## src/rtl/counter_pkg.sv

```systemverilog
`default_nettype none
// ============================================================================
// Module  : counter_pkg
// Brief   : Shared state encoding and default width for the display counter.
// Revision: 1.0
// ============================================================================
package counter_pkg;

    localparam int CNT_W_DEF = 8;

    typedef enum logic [1:0] {
        ST_IDLE = 2'd0,
        ST_RUN  = 2'd1,
        ST_DONE = 2'd2
    } state_t;

endpackage
`default_nettype wire

```

## src/rtl/tick_gen.sv

```systemverilog
`default_nettype none
// ============================================================================
// Module  : tick_gen
// Brief   : Prescaler producing a one-cycle tick every TICK_DIV enabled cycles.
// Revision: 1.0
// ============================================================================
module tick_gen #(
    parameter int TICK_DIV = 100000000
) (
    input  logic clk100_i,
    input  logic rst_i,
    input  logic clr_i,
    input  logic en_i,
    output logic tick_o
);

    localparam int            c_PW   = $clog2(TICK_DIV);
    localparam logic [c_PW-1:0] c_LAST = c_PW'(TICK_DIV - 1);

    logic [c_PW-1:0] r_pre;

    always_ff @(posedge clk100_i) begin
        if (rst_i || clr_i) begin
            r_pre <= '0;
        end else if (en_i) begin
            if (r_pre == c_LAST) begin
                r_pre <= '0;
            end else begin
                r_pre <= r_pre + c_PW'(1);
            end
        end
    end

    // Tick is decoded from the register so the step lands on the wrap edge.
    assign tick_o = en_i && (r_pre == c_LAST);

endmodule
`default_nettype wire

```

## src/rtl/counter_ctrl.sv

```systemverilog
`default_nettype none
// ============================================================================
// Module  : counter_ctrl
// Brief   : Display counter sequencer: manual/auto stepping, wrap or one-shot.
// Revision: 1.0
// ============================================================================
module counter_ctrl
    import counter_pkg::*;
#(
    parameter int               CNT_W     = CNT_W_DEF,
    parameter int               TICK_DIV  = 100000000,
    parameter logic [CNT_W-1:0] RESET_VAL = CNT_W'(55)
) (
    input  logic             clk100_i,
    input  logic             rst_i,
    input  logic             step_i,
    input  logic             mode_i,
    input  logic             load_i,
    input  logic [CNT_W-1:0] load_val_i,
    input  logic             dir_i,
    input  logic             oneshot_i,
    input  logic [CNT_W-1:0] limit_i,
    output logic [CNT_W-1:0] cnt_o,
    output logic [1:0]       state_o,
    output logic             wrap_o,
    output logic             done_o
);

    state_t           r_state;
    logic [CNT_W-1:0] r_cnt;
    logic             r_wrap;
    logic             r_done;

    logic [CNT_W-1:0] w_next;
    logic [CNT_W-1:0] w_load;
    logic             w_wrap;
    logic             w_tick;
    logic             w_clr;
    logic             w_run;

    always_comb begin
        w_next = r_cnt;
        w_wrap = 1'b0;
        if (!dir_i) begin
            if (r_cnt >= limit_i) begin
                w_next = '0;
                w_wrap = 1'b1;
            end else begin
                w_next = r_cnt + CNT_W'(1);
            end
        end else begin
            if (r_cnt == '0) begin
                w_next = limit_i;
                w_wrap = 1'b1;
            end else if (r_cnt > limit_i) begin
                w_next = limit_i;
            end else begin
                w_next = r_cnt - CNT_W'(1);
            end
        end
    end

    assign w_load = (load_val_i < limit_i) ? load_val_i : limit_i;
    assign w_run  = (r_state == ST_RUN);
    assign w_clr  = load_i || (mode_i && (r_state == ST_IDLE));

    tick_gen #(
        .TICK_DIV (TICK_DIV)
    ) u_tick (
        .clk100_i (clk100_i),
        .rst_i    (rst_i),
        .clr_i    (w_clr),
        .en_i     (w_run),
        .tick_o   (w_tick)
    );

    // Priority: reset > load > mode > step source; losers are simply dropped.
    always_ff @(posedge clk100_i) begin
        if (rst_i) begin
            r_cnt   <= RESET_VAL;
            r_state <= ST_IDLE;
            r_wrap  <= 1'b0;
            r_done  <= 1'b0;
        end else begin
            r_wrap <= 1'b0;
            if (load_i) begin
                r_cnt   <= w_load;
                r_state <= ST_IDLE;
                r_done  <= 1'b0;
            end else begin
                case (r_state)
                    ST_IDLE: begin
                        if (mode_i) begin
                            r_state <= ST_RUN;
                        end else if (step_i) begin
                            r_cnt  <= w_next;
                            r_wrap <= w_wrap;
                        end
                    end
                    ST_RUN: begin
                        if (mode_i) begin
                            r_state <= ST_IDLE;
                        end else if (w_tick) begin
                            if (oneshot_i && w_wrap) begin
                                r_state <= ST_DONE;
                                r_done  <= 1'b1;
                            end else begin
                                r_cnt  <= w_next;
                                r_wrap <= w_wrap;
                            end
                        end
                    end
                    ST_DONE: begin
                        if (mode_i) begin
                            r_state <= ST_IDLE;
                            r_done  <= 1'b0;
                        end
                    end
                    default: begin
                        r_state <= ST_IDLE;
                        r_done  <= 1'b0;
                    end
                endcase
            end
        end
    end

    assign cnt_o   = r_cnt;
    assign state_o = r_state;
    assign wrap_o  = r_wrap;
    assign done_o  = r_done;

endmodule
`default_nettype wire

```

## config.mk

```make
export PLATFORM = sky130hd
export DESIGN_NAME = counter_ctrl
export DESIGN_NICKNAME = d
export VERILOG_FILES = /design/src/rtl/counter_pkg.sv /design/src/rtl/tick_gen.sv /design/src/rtl/counter_ctrl.sv
export SDC_FILE = /design/constraint.sdc
export NUM_CORES = 1
export LEC_CHECK = 0
export BUFFER_PORTS_ARGS = -buffer_cell sky130_fd_sc_hd__buf_2
export CAP_MARGIN = 15
export CORE_MARGIN = 4
export CORE_UTILIZATION = 58
export CTS_CLUSTER_DIAMETER = 50
export CTS_CLUSTER_SIZE = 28
export DETAILED_ROUTE_END_ITERATION = 12
export GPL_ROUTABILITY_DRIVEN = 0
export HOLD_SLACK_MARGIN = 0.05
export PLACE_DENSITY = 0.79
export SYNTH_ARGS = -nofsm -noshare
export SYNTH_HDL_FRONTEND = slang
export SYNTH_SLANG_ARGS = --single-unit
export TNS_END_PERCENT = 1
```

## constraint.sdc

```tcl
create_clock -name clk100_i -period 3.8 [get_ports clk100_i]
set_clock_uncertainty 0.2 [all_clocks]
set_input_delay 0.76 -clock clk100_i [delete_from_list [all_inputs] [get_ports clk100_i]]
set_output_delay 0.76 -clock clk100_i [all_outputs]
set_load 0.01 [all_outputs]
```

# --- Word-level counts from Yosys, hierarchy flattened ---
# Cells that the tools add are included.
totals:
  register_bits: 39
  elab_cells: 72
  input_bits: 23
op_classes:
  n_reduce_logical: 12
  n_mux: 33
  addsub: 3
  order_cmp: 3
  bitwise: 1
  eq_ne: 15
op_table:
  columns: ["op", "count"]
  rows:
  - ["two-way mux 8 bit", 11]
  - ["adder 27 x 1 -> 27 bit (second input constant)", 1]
  - ["equality test 27 bit (second input constant)", 1]
  - ["two-way mux 27 bit", 1]
  - ["!= test 3 bit (second input constant)", 7]
  - ["case mux 8 bit (2 select lines)", 1]
  - ["two-way mux 1 bit", 12]
  - ["two-way mux 2 bit", 5]
  - ["!= test 2 bit (second input constant)", 5]
  - ["adder 8 x 1 -> 8 bit (second input constant)", 1]
  - [">= comparator 8 bit", 1]
  - ["> comparator 8 bit", 1]
  - ["logical NOT 8 bit", 1]
  - ["less-than comparator 8 bit", 1]
  - ["subtractor 8 x 1 -> 8 bit (second input constant)", 1]
  - ["case mux 2 bit (3 select lines)", 1]
  - ["AND reduction 6 bit", 1]
  - ["AND reduction 5 bit", 1]
  - ["AND reduction 4 bit", 1]
  - ["logical AND 1 bit", 3]
  - ["case mux 1 bit (3 select lines)", 1]
  - ["nonzero test 3 bit", 1]
  - ["equality test 2 x 1 -> 1 bit (second input constant)", 1]
  - ["equality test 2 bit (second input constant)", 1]
  - ["other kinds (5)", 6]

# --- Logic depth before layout (Yosys ltp) ---
# Gate-level depths: netlist (run 1).
logic_depth:
  depth_word: 9
  depth_mapped: 10
  ltp_nobuf: 9

# --- By module ---
# A second synthesis (run 1) with hierarchy kept.
hier_totals:
  cells_unflattened: 355
  area_unflattened_um2: 2827.7
by_module_without_submodules:
  columns: ["mod", "seq_area_each_um2", "instances", "cells_per_inst", "area_per_inst_um2"]
  rows:
  - ["counter_ctrl", 240.2, 1, 199, 1480.2]
  - ["tick_gen", 540.5, 1, 156, 1347.5]

# --- Worst setup path before layout (run 1) ---
# OpenSTA, ideal clock, no wires.
synth_path:
  path_type: "input -> register"
  from: "input limit_i[5]"
  to: "register r_cnt[2] (netlist: cnt_o[2])"
  setup_slack_ns: 0.788
  path_buffers: 1
  stages: 10
  required_time_ns: 3.478
  arrival_ns: 2.690
  setup_ns: 0.122
  cell_sequence: "inv_1 ha_1 a211oi_1 o21bai_1 o21a_1 or3_1 buf_4 mux2i_1 a221o_1 a221o_1"
synth_via:
  elab_chain_cells: 9
synth_lines:
  columns: ["item", "line", "source"]
  rows:
  - ["start: declaration", "counter_ctrl.sv:22", "input logic [CNT_W-1:0] limit_i,"]
  - ["> comparator 8 bit", "counter_ctrl.sv:55", "end else if (r_cnt > limit_i) begin"]
  - ["two-way mux 8 bit", "counter_ctrl.sv:55", null]
  - ["two-way mux 8 bit", "counter_ctrl.sv:52", "if (r_cnt == '0) begin"]
  - ["two-way mux 8 bit", "counter_ctrl.sv:44", "if (!dir_i) begin"]
  - ["two-way mux 8 bit", "counter_ctrl.sv:104", "if (oneshot_i && w_wrap) begin"]
  - ["two-way mux 8 bit", "counter_ctrl.sv:103", "end else if (w_tick) begin"]
  - ["two-way mux 8 bit", "counter_ctrl.sv:101", "if (mode_i) begin"]
  - ["case mux 8 bit (2 select lines)", "counter_ctrl.sv:91", "case (r_state)"]
  - ["two-way mux 8 bit", "counter_ctrl.sv:86", "if (load_i) begin"]
  - ["end signal: assignment", "counter_ctrl.sv:87", "r_cnt <= w_load;"]
  - ["end signal: assignment", "counter_ctrl.sv:96", "r_cnt <= w_next;"]
  - ["end signal: assignment", "counter_ctrl.sv:108", "r_cnt <= w_next;"]
  - ["end: declaration", "counter_ctrl.sv:30", "logic [CNT_W-1:0] r_cnt;"]
# Parallel ways exist; a longest one is shown, timed or not. The select of a mux whose other input is x is not followed.
# A chain may end at the register's enable or synchronous reset.

# --- Worst setup path in the final report (run 1) ---
layout_path:
  from: "register r_cnt[3] (netlist: cnt_o[3])"
  to: "register r_cnt[2] (netlist: cnt_o[2])"
layout_via:
  elab_chain_cells: 9
layout_lines:
  columns: ["item", "line"]
  rows:
  - ["> comparator 8 bit", "counter_ctrl.sv:55"]
  - ["two-way mux 8 bit", "counter_ctrl.sv:55"]
  - ["two-way mux 8 bit", "counter_ctrl.sv:52"]
  - ["two-way mux 8 bit", "counter_ctrl.sv:44"]
  - ["two-way mux 8 bit", "counter_ctrl.sv:104"]
  - ["two-way mux 8 bit", "counter_ctrl.sv:103"]
  - ["two-way mux 8 bit", "counter_ctrl.sv:101"]
  - ["case mux 8 bit (2 select lines)", "counter_ctrl.sv:91"]
  - ["two-way mux 8 bit", "counter_ctrl.sv:86"]
# Parallel ways exist; a longest one is shown, timed or not. The select of a mux whose other input is x is not followed.

==> results of run 1 <==
power by group:
group,internal [uW],switching (uW)
sequential,418,25.6
combinational,98.7,121
clock,128,145
total,645,291
worst max-delay path: stages, from the launching register on:
cell      delay [ns]
dfxtp_1         0.64
ha_1            0.37
nand4_1         0.16
nor2_1          0.07
a211oi_1        0.37
or3_1           0.44
mux2i_1         0.14
a221o_1         0.31
a221o_1         0.29
cells in the mapped netlist (2+ instances only):
| cell | number | area share, % |
|---|---|---|
| a221oi_1 | 3 | 0.95 |
| buf_2 | 5 | 0.90 |
| nand2b_1 | 4 | 0.90 |
| xor2_1 | 17 | 5.4 |
| nor2_1 | 43 | 5.8 |
| clkbuf_1 | 5 | 0.68 |
| nor2b_1 | 6 | 1.4 |
| a211oi_1 | 2 | 0.54 |
| or3_1 | 2 | 0.45 |
| a31o_2 | 3 | 0.95 |
| a221o_1 | 7 | 2.5 |
| o21ai_1 | 4 | 0.72 |
| mux2i_1 | 13 | 4.7 |
| nor4_4 | 2 | 1.5 |
| nor4b_1 | 3 | 0.95 |
| and3_1 | 6 | 1.4 |
| a21oi_1 | 11 | 2.0 |
| buf_6 | 2 | 0.81 |
| ha_1 | 19 | 8.6 |
| o21bai_1 | 2 | 0.54 |
| nand4_1 | 8 | 1.8 |
| a211o_1 | 2 | 0.63 |
| nand3b_1 | 3 | 0.81 |
| nand3_1 | 16 | 2.9 |
| nor3_1 | 2 | 0.36 |
| o21ai_0 | 6 | 1.1 |
| a31oi_1 | 4 | 0.90 |
| inv_1 | 18 | 2.4 |
| nand2_1 | 17 | 2.3 |
| a211o_2 | 2 | 0.72 |
| dfxtp_1 | 39 | 28 |
| xnor2_1 | 18 | 5.7 |
logic make-up after synthesis:
logic type                 Yosys count
AOI/OAI and AO/OA                   59
xor gates and xnor gates            35
adders and majority gates           19
buffers and inverters               32
DFF                                 39
muxes                               13
and+or+nand+nor                    126
per-stage QoR:
| stage | area (um2) | hold WS (ns) | cells | utilization, % |
|---|---|---|---|---|
| floorplan | 2779 | 0.2576 | 323 | - |
| global placement | 2963 | 0.2727 | 399 | 65.78 |
| detailed placement | 2963 | 0.2843 | 399 | 65.78 |
| CTS | 3048 | 0.2953 | 407 | 67.67 |
| global route | 3048 | 0.3134 | 407 | 67.67 |
| finish | 3048 | 0.2924 | 407 | 67.67 |
routing by layer:
layer	GRT usage [%]	vias up	wire length (um)
li1	-	1224	-
met1	28.01	1132	2747
met2	34.11	67	2831
met3	3.864	12	284
met4	7.829	0	109
met5	0	-	0
flip-flops by register name, summed over array words and instances, names as in the netlist:
signal	flops
done_o	1
state_o	2
cnt_o	8
wrap_o	1
u_tick.r_pre	27
worst max path at each step:
stage                     cells after the start                   from                     to
after detailed placement                     10             limit_i[5]  cnt_o[2]$_SDFFE_PP1P_
after CTS                                     8  cnt_o[3]$_SDFFE_PP0P_  cnt_o[2]$_SDFFE_PP1P_
after global placement                       10             limit_i[5]  cnt_o[4]$_SDFFE_PP1P_
after floorplan                              10             limit_i[5]  cnt_o[2]$_SDFFE_PP1P_
after global routing                          8  cnt_o[3]$_SDFFE_PP0P_  cnt_o[1]$_SDFFE_PP1P_
final                                         8  cnt_o[3]$_SDFFE_PP0P_  cnt_o[2]$_SDFFE_PP1P_
layout make-up:
cell class | instances | area (um2)
Multi-Input combinational cell | 252 | 1853
Fill cell | 387 | 1456
Sequential cell | 39 | 780.7
Timing Repair Buffer | 37 | 192.7
Clock buffer | 6 | 72.57
Inverter | 19 | 71.32
Tap cell | 52 | 65.06
Clock inverter | 2 | 12.51
==> results.toml, run 1 <==
[timing]
grt_setup_unrepaired = "no"
report.final.slew_viol_count = 0
max-slew-margin-rel_pct = 64.55
worst_pin_slew_ns = 0.5277
final_setup_violation_count = 0
fmax_mhz = 322.2
timing.setup.tns_ns = 0
final.period_utilization_pct = 81.67
fin_crit_ns = 3.103
layout_setup_ws_ns = 0.6966
finalHoldViolations = 0

[synthesis]
cell_count_after_synthesis = 323
synth-edff-count = 0
main_combinational_cell_family_by_area_after_synthesis = "simple AND/OR/NAND/NOR gates"
yosysUniqueCellTypes = 61
synth.area.mux_share_pct = 4.683
share_of_the_synthesized_area_in_compound_gates_ao_oa_aoi_oai_pct = 16.70
synthesis.area_per_instance_um2 = 8.603
mappedNetlistNets = 365
synthesis.area_mm2 = 0.002779
synth_simple_gate_area_share_pct = 25.71
ys_seq_elements = 39
synthesis.yosys.warnings = 0
async_flop_share_pct = 0
synth-main-ff-cell = "dfxtp_1"
synth-adder-area-share_pct = 8.555
synth.yosys.seq_area_share_pct = 28.10
synth_xor_area_share_pct = 11.03

[worst_setup_path]
reg2reg_slack_ns = 0.70
worstPathRequired_ns = 3.78
worst_r2r_startpoint = "cnt_o[3]$_SDFFE_PP0P_"
critical_path.max_fanout = 11
timing.setup.critical_path_class = "flip-flop to flip-flop"
timing.critical_path.from_type = "flip-flop"
worstSetupEndpointType = "flip-flop"
critical_path_arrival_ns = 3.09
r2r_end = "cnt_o[2]$_SDFFE_PP1P_"
worst_r2r_path_depth = 8

[hold_path]
source_of_the_worst_hold_timing_path = "u_tick.r_pre[1]$_SDFFE_PP0P_"
worstHoldEndpoint = "u_tick.r_pre[1]$_SDFFE_PP0P_"
min_path_cells = 2
hold_path_class = "flip-flop to flip-flop"

[pwr]
pwr_cell_area_mw_per_mm2 = 307.2
vdd_drop_max_mv = 0.2113
overall_power_uw = 936.3
static-leakage-power_uw = 0.001225

[grt]
number_of_antenna_violations_at_the_first_check_in_global_routing = 0
grt_first_pass_wirelength_um = 10430
grt_start_max_net_pins = 26
vias_in_the_first_global_route = 2335
grt.overflow.total = 0
grt_usage_pct = 21.14

[placed_design]
portBuffers = 34
dpl_worst_slack_ns = 0.4459
detailed_place_hpwl_um = 4502

[clock_network]
cts_resized = 0
cts-buffers-inserted = 5
clkSinkCount = 39
ctsHoldBuffers = 0
post-cts-setup-buffers = 0
cts.path.max_buffers = 2
cts_htree_levels = 2
cts-root-buf = "clkbuf_8"
insertion_delay_ns = 0.29
clk_transition_reported_paths_ns = 0.07
tritoncts_clock_tree = "built"

[status]
run_status = "complete, no violations"

[layout]
diodes = 0
design.final.nets = 396
fraction_of_final_layout_cells_with_drive_strength_greater_than_1_pct = 18.31
area_growth_from_synthesis_to_layout_pct = 9.680
most_common_cell_after_layout_fill_and_taps_aside = "nor2_1"
highest_count_cells_in_the_layout_ignoring_fill_and_taps = "nor2_1 (43), dfxtp_1 (39), buf_2 (34)"

[routing]
drt_drc_violations_left = 0
wl_per_cell_um = 14.68
routed-via-count = 2435
initialDrtViolationCount = 133
drtPass1Iterations = 5
antenna_left = 0
drt-vias-per-instance = 5.983
wirelength_um = 5973

[floorplanning]
initial_core_util_pct = 61.69
die_area_mm2 = 0.005963
core_area_mm2 = 0.004504
die_w_um = 77.22
die_h_um = 77.22
placementRows = 24
ios = 35

[job]
max_cap_viol_count = 0
Power figures use the tool's default switching activity.
==> run 2: changes to the inputs <==
--- a/config.mk
+++ b/config.mk
@@ -8,13 +8,13 @@
 export BUFFER_PORTS_ARGS = -buffer_cell sky130_fd_sc_hd__buf_2
 export CAP_MARGIN = 15
 export CORE_MARGIN = 4
-export CORE_UTILIZATION = 58
+export CORE_UTILIZATION = 53
 export CTS_CLUSTER_DIAMETER = 50
 export CTS_CLUSTER_SIZE = 28
 export DETAILED_ROUTE_END_ITERATION = 12
 export GPL_ROUTABILITY_DRIVEN = 0
 export HOLD_SLACK_MARGIN = 0.05
-export PLACE_DENSITY = 0.79
+export PLACE_DENSITY = 0.76
 export SYNTH_ARGS = -nofsm -noshare
 export SYNTH_HDL_FRONTEND = slang
 export SYNTH_SLANG_ARGS = --single-unit
==> constraint.sdc (replaced) <==
create_clock -name clk100_i -period 2.6 [get_ports clk100_i]
set_clock_uncertainty 0.2 [all_clocks]
set_input_delay 0.52 -clock clk100_i [delete_from_list [all_inputs] [get_ports clk100_i]]
set_output_delay 0.52 -clock clk100_i [all_outputs]
set_load 0.01 [all_outputs]
==> run 2 against run 1 <==
  * The flow now finishes with violations (negative setup slack)
  * Non-clock buffer count grew 40
  * Critical path depth grew 3
  * Sequential power grew 40%
  * Clock power grew 48%
  * Register-to-register slack lost 0.71 ns
  * Global-route usage grew 0.12 points
==> results.toml, run 2 (synthesis gave the netlist of run 1 again) <==
[status]
run_status = "complete, but fails checks"
violations_in_the_final_reports = "negative setup slack"

[timing]
fmax_mhz = 380.4
final_setup_violation_count = 4
layout_setup_ws_ns = -0.02859
final.period_utilization_pct = 101.1
max-slew-margin-rel_pct = 62.52
worst_pin_slew_ns = 0.5579
fin_crit_ns = 2.629
whs_ns = 0.2904
timing.setup.tns_ns = -0.06291
finalHoldViolations = 0
grt_setup_unrepaired = "yes"
report.final.slew_viol_count = 0

[floorplanning]
ios = 35
die_h_um = 80.41
die_w_um = 80.41
core_area_mm2 = 0.005107
placementRows = 26
initial_core_util_pct = 54.41
die_area_mm2 = 0.006466

[layout]
area_growth_from_synthesis_to_layout_pct = 22.65
diodes = 0
fraction_of_final_layout_cells_with_drive_strength_greater_than_1_pct = 27.85
design.final.nets = 436
finalNonFillerCells = 465
largest-register = "u_tick.r_pre"
final_util_pct = 66.73
highest_count_cells_in_the_layout_ignoring_fill_and_taps = "nor2_1 (42), buf_4 (41), dfxtp_1 (39)"
largest_register_ffs = 27
most_common_cell_after_layout_fill_and_taps_aside = "nor2_1"

[worst_setup_path]
timing.critical_path.buf_inv = 3
worst_path_largest_cell_delay_ns = 0.45
startpoint = "limit_i[1]"
critical_path_arrival_ns = 2.66
timing.critical_path.from_type = "primary input"
worst_path_max_delay_cell = "or4_1"
critical-path-top-delay-family = "simple AND/OR/NAND/NOR gates"
worstPathRequired_ns = 2.63
worstSetupEndpointType = "flip-flop"
path_cells = "buf_2 -> inv_1 -> ha_1 -> nor2b_1 -> o211ai_1 -> a211oi_1 -> buf_4 -> or4_1 -> and3_1 -> a211o_1 -> a21oi_2"
timing.setup.critical_path_class = "primary input to flip-flop"
critical_path.max_fanout = 3
worst_r2r_startpoint = "cnt_o[0]$_SDFFE_PP1P_"

[grt]
vias_in_the_first_global_route = 2497
grt_usage_pct = 21.26
grt_first_pass_wirelength_um = 11060
grt_start_max_net_pins = 26
number_of_antenna_violations_at_the_first_check_in_global_routing = 0
grt.overflow.total = 0

[clock_network]
insertion_delay_ns = 0.29
cts-buffers-inserted = 5
cts.path.max_buffers = 2
clk_transition_reported_paths_ns = 0.08
ctsHoldBuffers = 0
tritoncts_clock_tree = "built"
cts-root-buf = "clkbuf_8"
clkSinkCount = 39
cts_htree_levels = 2

[hold_path]
hold_path_class = "flip-flop to flip-flop"
source_of_the_worst_hold_timing_path = "u_tick.r_pre[1]$_SDFFE_PP0P_"

[routing]
wl_per_cell_um = 14.25
drtPass1Iterations = 4
antenna_left = 0
drt_drc_violations_left = 0
drt-vias-per-instance = 5.529
routed-via-count = 2571
wirelength_um = 6626
initialDrtViolationCount = 110

[placed_design]
dpl_worst_slack_ns = -0.3832
detailed_place_hpwl_um = 5096
portBuffers = 34
placed_cells_incl_taps = 454

[pwr]
vdd_drop_max_mv = 0.3057
pwr_cell_area_mw_per_mm2 = 429.3
static-leakage-power_uw = 0.001423

[job]
max_cap_viol_count = 0
==> run 2: changes by cell type in the layout (fill, tap and decap cells not counted), sizes merged <==
cell  before  now
buf       37   77
==> run 2: stage by stage <==
stage          cell area (um2)  total power, uW
6_report                  3408             1463
5_1_grt                   3408             1536
3_3_place_gp              3268             1042
3_5_place_dp              3268             1051
2_1_floorplan             2788            899.1
4_1_cts                   3358             1460
==> run 2: routing by layer <==
metal | global-route usage, % | share of wire [%] | vias to the layer above | routed length (um)
met3 | 3.924 | 6.1 | 11 | 406
met4 | 5.743 | 1.3 | 0 | 89
li1 | - | - | 1300 | -
met2 | 37.33 | 48 | 67 | 3197
met1 | 26.46 | 44 | 1193 | 2933
met5 | 0 | 0 | - | 0
==> run 2: report_power, final <==
part	internal [uW]	total, uW	switching [uW]
Sequential	611	621	10.0
Combinational	208	437	229
Clock	188	405	218
==> run 2: area by class of cell <==
class	count	area, um2
Multi-Input combinational cell	252	1889
Fill cell	424	1699
Sequential cell	39	780.7
Timing Repair Buffer	77	494.2
Tap cell	70	87.58
Clock buffer	6	72.57
Inverter	19	71.32
Clock inverter	2	12.51
==> run 2: worst paths after layout <==
check | to | slack, ns | cells past startpoint
setup reg to reg | cnt_o[6]$_SDFFE_PP0P_ | -0.01 | 10
hold / removal | u_tick.r_pre[1]$_SDFFE_PP0P_ | 0.29 | 2
hold reg to reg | u_tick.r_pre[1]$_SDFFE_PP0P_ | 0.29 | 2
setup / recovery | cnt_o[6]$_SDFFE_PP0P_ | -0.03 | 11
==> run 2: worst min-delay path, delay by kind of cell (launching register included) <==
kind                   cells  cell delay [ns]
AO/OA/AOI/OAI              1             0.07
buffers and inverters      1             0.05
flip-flops                 1             0.33
==> run 2: what timing repair did <==
item / 4_1_cts / 5_1_grt
buffers inserted: 0 / 2
pin swaps: 0 / 5
resized for setup: 1 / 5
cloned: 0 / 1
endpoints found under the setup margin: 4 / 9
==> run 3: changes to the inputs <==
--- a/config.mk
+++ b/config.mk
@@ -7,15 +7,18 @@
 export LEC_CHECK = 0
 export BUFFER_PORTS_ARGS = -buffer_cell sky130_fd_sc_hd__buf_2
 export CAP_MARGIN = 15
+export CELL_PAD_IN_SITES_DETAIL_PLACEMENT = 1
+export CELL_PAD_IN_SITES_GLOBAL_PLACEMENT = 1
 export CORE_MARGIN = 4
-export CORE_UTILIZATION = 53
+export CORE_UTILIZATION = 39
 export CTS_CLUSTER_DIAMETER = 50
 export CTS_CLUSTER_SIZE = 28
 export DETAILED_ROUTE_END_ITERATION = 12
 export GPL_ROUTABILITY_DRIVEN = 0
 export HOLD_SLACK_MARGIN = 0.05
-export PLACE_DENSITY = 0.76
+export PLACE_DENSITY = 0.75
 export SYNTH_ARGS = -nofsm -noshare
 export SYNTH_HDL_FRONTEND = slang
+export SYNTH_HIERARCHICAL = 1
 export SYNTH_SLANG_ARGS = --single-unit
 export TNS_END_PERCENT = 1
==> run 3 against run 2 <==
  * The flow still finishes with violations (negative setup slack)
  * Worst setup slack improved by 0.020 ns
  * Die area is 34% higher
  * Synthesized area increased by 1.8%
  * Total power up 6.1%
  * Via count is 19% higher
  * Combinational power grew 6.4%
  * First-iteration DRC count grew 25%
  * Count of clock-buffer cells in the layout rose by 2
  * Critical path type is now flip-flop to flip-flop
  * Critical endpoint is now cnt_o[3]$_SDFFE_PP0P_
==> results.toml, run 3 <==
[status]
run_status = "complete, but fails checks"
violations_in_the_final_reports = "negative setup slack"

[timing]
final.period_utilization_pct = 100.3
report.final.slew_viol_count = 0
fmax_mhz = 383.4
fin_crit_ns = 2.608
max-slew-margin-rel_pct = 52.89
timing.setup.tns_ns = -0.008381
worst_pin_slew_ns = 0.7065
layout_setup_ws_ns = -0.008381
grt_setup_unrepaired = "yes"
final_setup_violation_count = 1
whs_ns = 0.2965
finalHoldViolations = 0

[synthesis]
synthesis.area_mm2 = 0.002828
synth_largest_type_area_fraction_pct = 27.61
list_of_most_frequent_post_synthesis_cells = "nor2_1 (40), dfxtp_1 (39), a21oi_1 (28)"
synthesis.yosys.warnings = 6
synth-edff-count = 0
synth-main-ff-cell = "dfxtp_1"
mappedNetlistNets = 397
yosysUniqueCellTypes = 58
synth_top_cells_by_area = "dfxtp_1 (28%), ha_1 (8.4%), nor2_1 (5.3%), xnor2_1 (5.3%), a21oi_1 (5.0%)"
cell_count_after_synthesis = 355
synthMostInstantiatedCell = "nor2_1"
synthDominantAreaCellType = "dfxtp_1"
synthesis.area_per_instance_um2 = 7.965
async_flop_share_pct = 0
ys_seq_elements = 39
synth.yosys.seq_area_share_pct = 27.61

[grt]
grt_start_max_net_pins = 19
grt.overflow.total = 0
grt_first_pass_wirelength_um = 15280
number_of_antenna_violations_at_the_first_check_in_global_routing = 0
grt_usage_pct = 22.15
vias_in_the_first_global_route = 3060

[layout]
final_design_area_no_fill_mm2 = 0.003759
diodes = 0
combined_area_of_the_multi_input_logic_cells_mm2 = 0.001939
largest_register_ffs = 27
fraction_of_final_layout_cells_with_drive_strength_greater_than_1_pct = 33.77
most_common_cell_after_layout_fill_and_taps_aside = "buf_4"
area_growth_from_synthesis_to_layout_pct = 32.92
seqCellArea_um2 = 789.5
nFillCells = 914
largest-register = "u_tick/r_pre"
highest_count_cells_in_the_layout_ignoring_fill_and_taps = "buf_4 (72), nor2_1 (38), buf_2 (34)"
design.final.nets = 494

[routing]
drt_drc_violations_left = 0
routed-via-count = 3068
antenna_left = 0
drt-vias-per-instance = 5.588
wirelength_um = 9399
initialDrtViolationCount = 138
wl_per_cell_um = 17.12
drtPass1Iterations = 5

[job]
max_cap_viol_count = 0

[floorplanning]
die_area_mm2 = 0.008677
ios = 35
placementRows = 30
die_w_um = 93.15
core_area_mm2 = 0.006907
die_h_um = 93.15
initial_core_util_pct = 40.94

[worst_setup_path]
worstSetupEndpointType = "flip-flop"
critical_path.max_fanout = 5
worst_path_largest_cell_delay_ns = 0.53
timing.setup.critical_path_class = "flip-flop to flip-flop"
path_cells = "or4_4 -> or4b_4 -> a31o_1 -> a31oi_4 -> nand2_2 -> a211o_1 -> a21oi_2"
worstPathRequired_ns = 2.63
timing.critical_path.from_type = "flip-flop"
startpoint = "cnt_o[3]$_SDFFE_PP0P_"
worst_r2r_startpoint = "cnt_o[3]$_SDFFE_PP0P_"
critical_path_arrival_ns = 2.64
worst_path_max_delay_cell = "or4_4"

[clock_network]
cts.path.max_buffers = 2
cts-buffers-inserted = 5
cts_htree_levels = 2
cts-root-buf = "clkbuf_8"
ctsHoldBuffers = 0
tritoncts_clock_tree = "built"
clk_transition_reported_paths_ns = 0.07
clkSinkCount = 39
insertion_delay_ns = 0.30

[placed_design]
dpl-instance-area_mm2 = 0.003592
detailed_place_hpwl_um = 7545
portBuffers = 34

[pwr]
static-leakage-power_uw = 0.001532
pwr_cell_area_mw_per_mm2 = 412.9
vdd_drop_max_mv = 0.2489

[hold_path]
source_of_the_worst_hold_timing_path = "mode_i"
hold_path_class = "primary input to flip-flop"
[run 3: cell types whose count changed after synthesis, sizes merged, moves of 5 or more]
cell	change
a21oi	+17
and4	+7
clkbuf	+6
mux2i	-10
nand2	+7
nand4	+7
nor3	+6
nor4	+5
o21ai	+5
o31ai	+7
xor2	-6
[run 3: final cells by class]
cell class	instances	share of cell area, %
multi-input combinational	280	51.60
sequential	39	21.01
timing repair buffer	108	19.74
tap	96	3.196
clock buffer	8	2.663
inverter	18	1.798
[run 3: logic make-up (layout without fill, tap and decap cells)]
family,after synthesis,after routing,synth area share [%]
mux,3,3,1.062
xor+xnor,28,28,8.672
fa+ha+maj,19,19,8.407
flops,39,39,27.61
buf+inv,36,134,5.885
simple gates,147,147,28.67
compound gates,83,83,19.69
[run 3: timing repair]
| item | CTS | global route |
|---|---|---|
| hold endpoints to repair | 0 | 0 |
| pin swaps | 0 | 2 |
| setup endpoints to repair | 3 | 9 |
| setup buffers | 1 | 2 |
| gates resized for setup | 2 | 16 |
[run 3: worst max-delay path, delay by kind of cell, from the launching register on]
kind / cells / cell delay [ns]
AO/OA/AOI/OAI: 4 / 0.88
AND/OR/NAND/NOR: 3 / 1.11
flip-flops: 1 / 0.34
[run 3: path summary, 6_finish.rpt]
kind                                                 endpoint  slack (ns)  depth (start not counted)
worst min register to register  u_tick/r_pre[23]$_SDFFE_PP0P_        0.30                          2
worst max register to register          cnt_o[3]$_SDFFE_PP0P_      -0.008                          7
worst max-delay path                    cnt_o[3]$_SDFFE_PP0P_      -0.008                          7
worst min-delay path                  state_o[1]$_SDFFE_PP0P_        0.30                          2
[run 3: report_power, final]
part,internal [uW],switching (uW)
Sequential,614,17.5
Clock,242,213
Combinational,210,255
Total,1070,486
[run 3: per-layer routing]
layer  part of all wire, %  GRT usage (%)
met1                    47          30.97
met3                   4.2          3.138
met2                    48          36.23
met5                     0              0
met4                  0.78          4.762
[run 3: per-stage QoR]
stage / power (uW) / util, % / cells / worst slack (ns)
after CTS: 1551 / 53.64 / 547 / 0.006862
after global routing: 1635 / 54.42 / 549 / -0.08217
final: 1552 / 54.42 / 549 / -0.008381
after floorplan: 898.1 / - / 355 / -0.03569
after global placement: 1074 / 52.01 / 538 / -0.1559
after detailed placement: 1094 / 52.01 / 538 / -0.2449
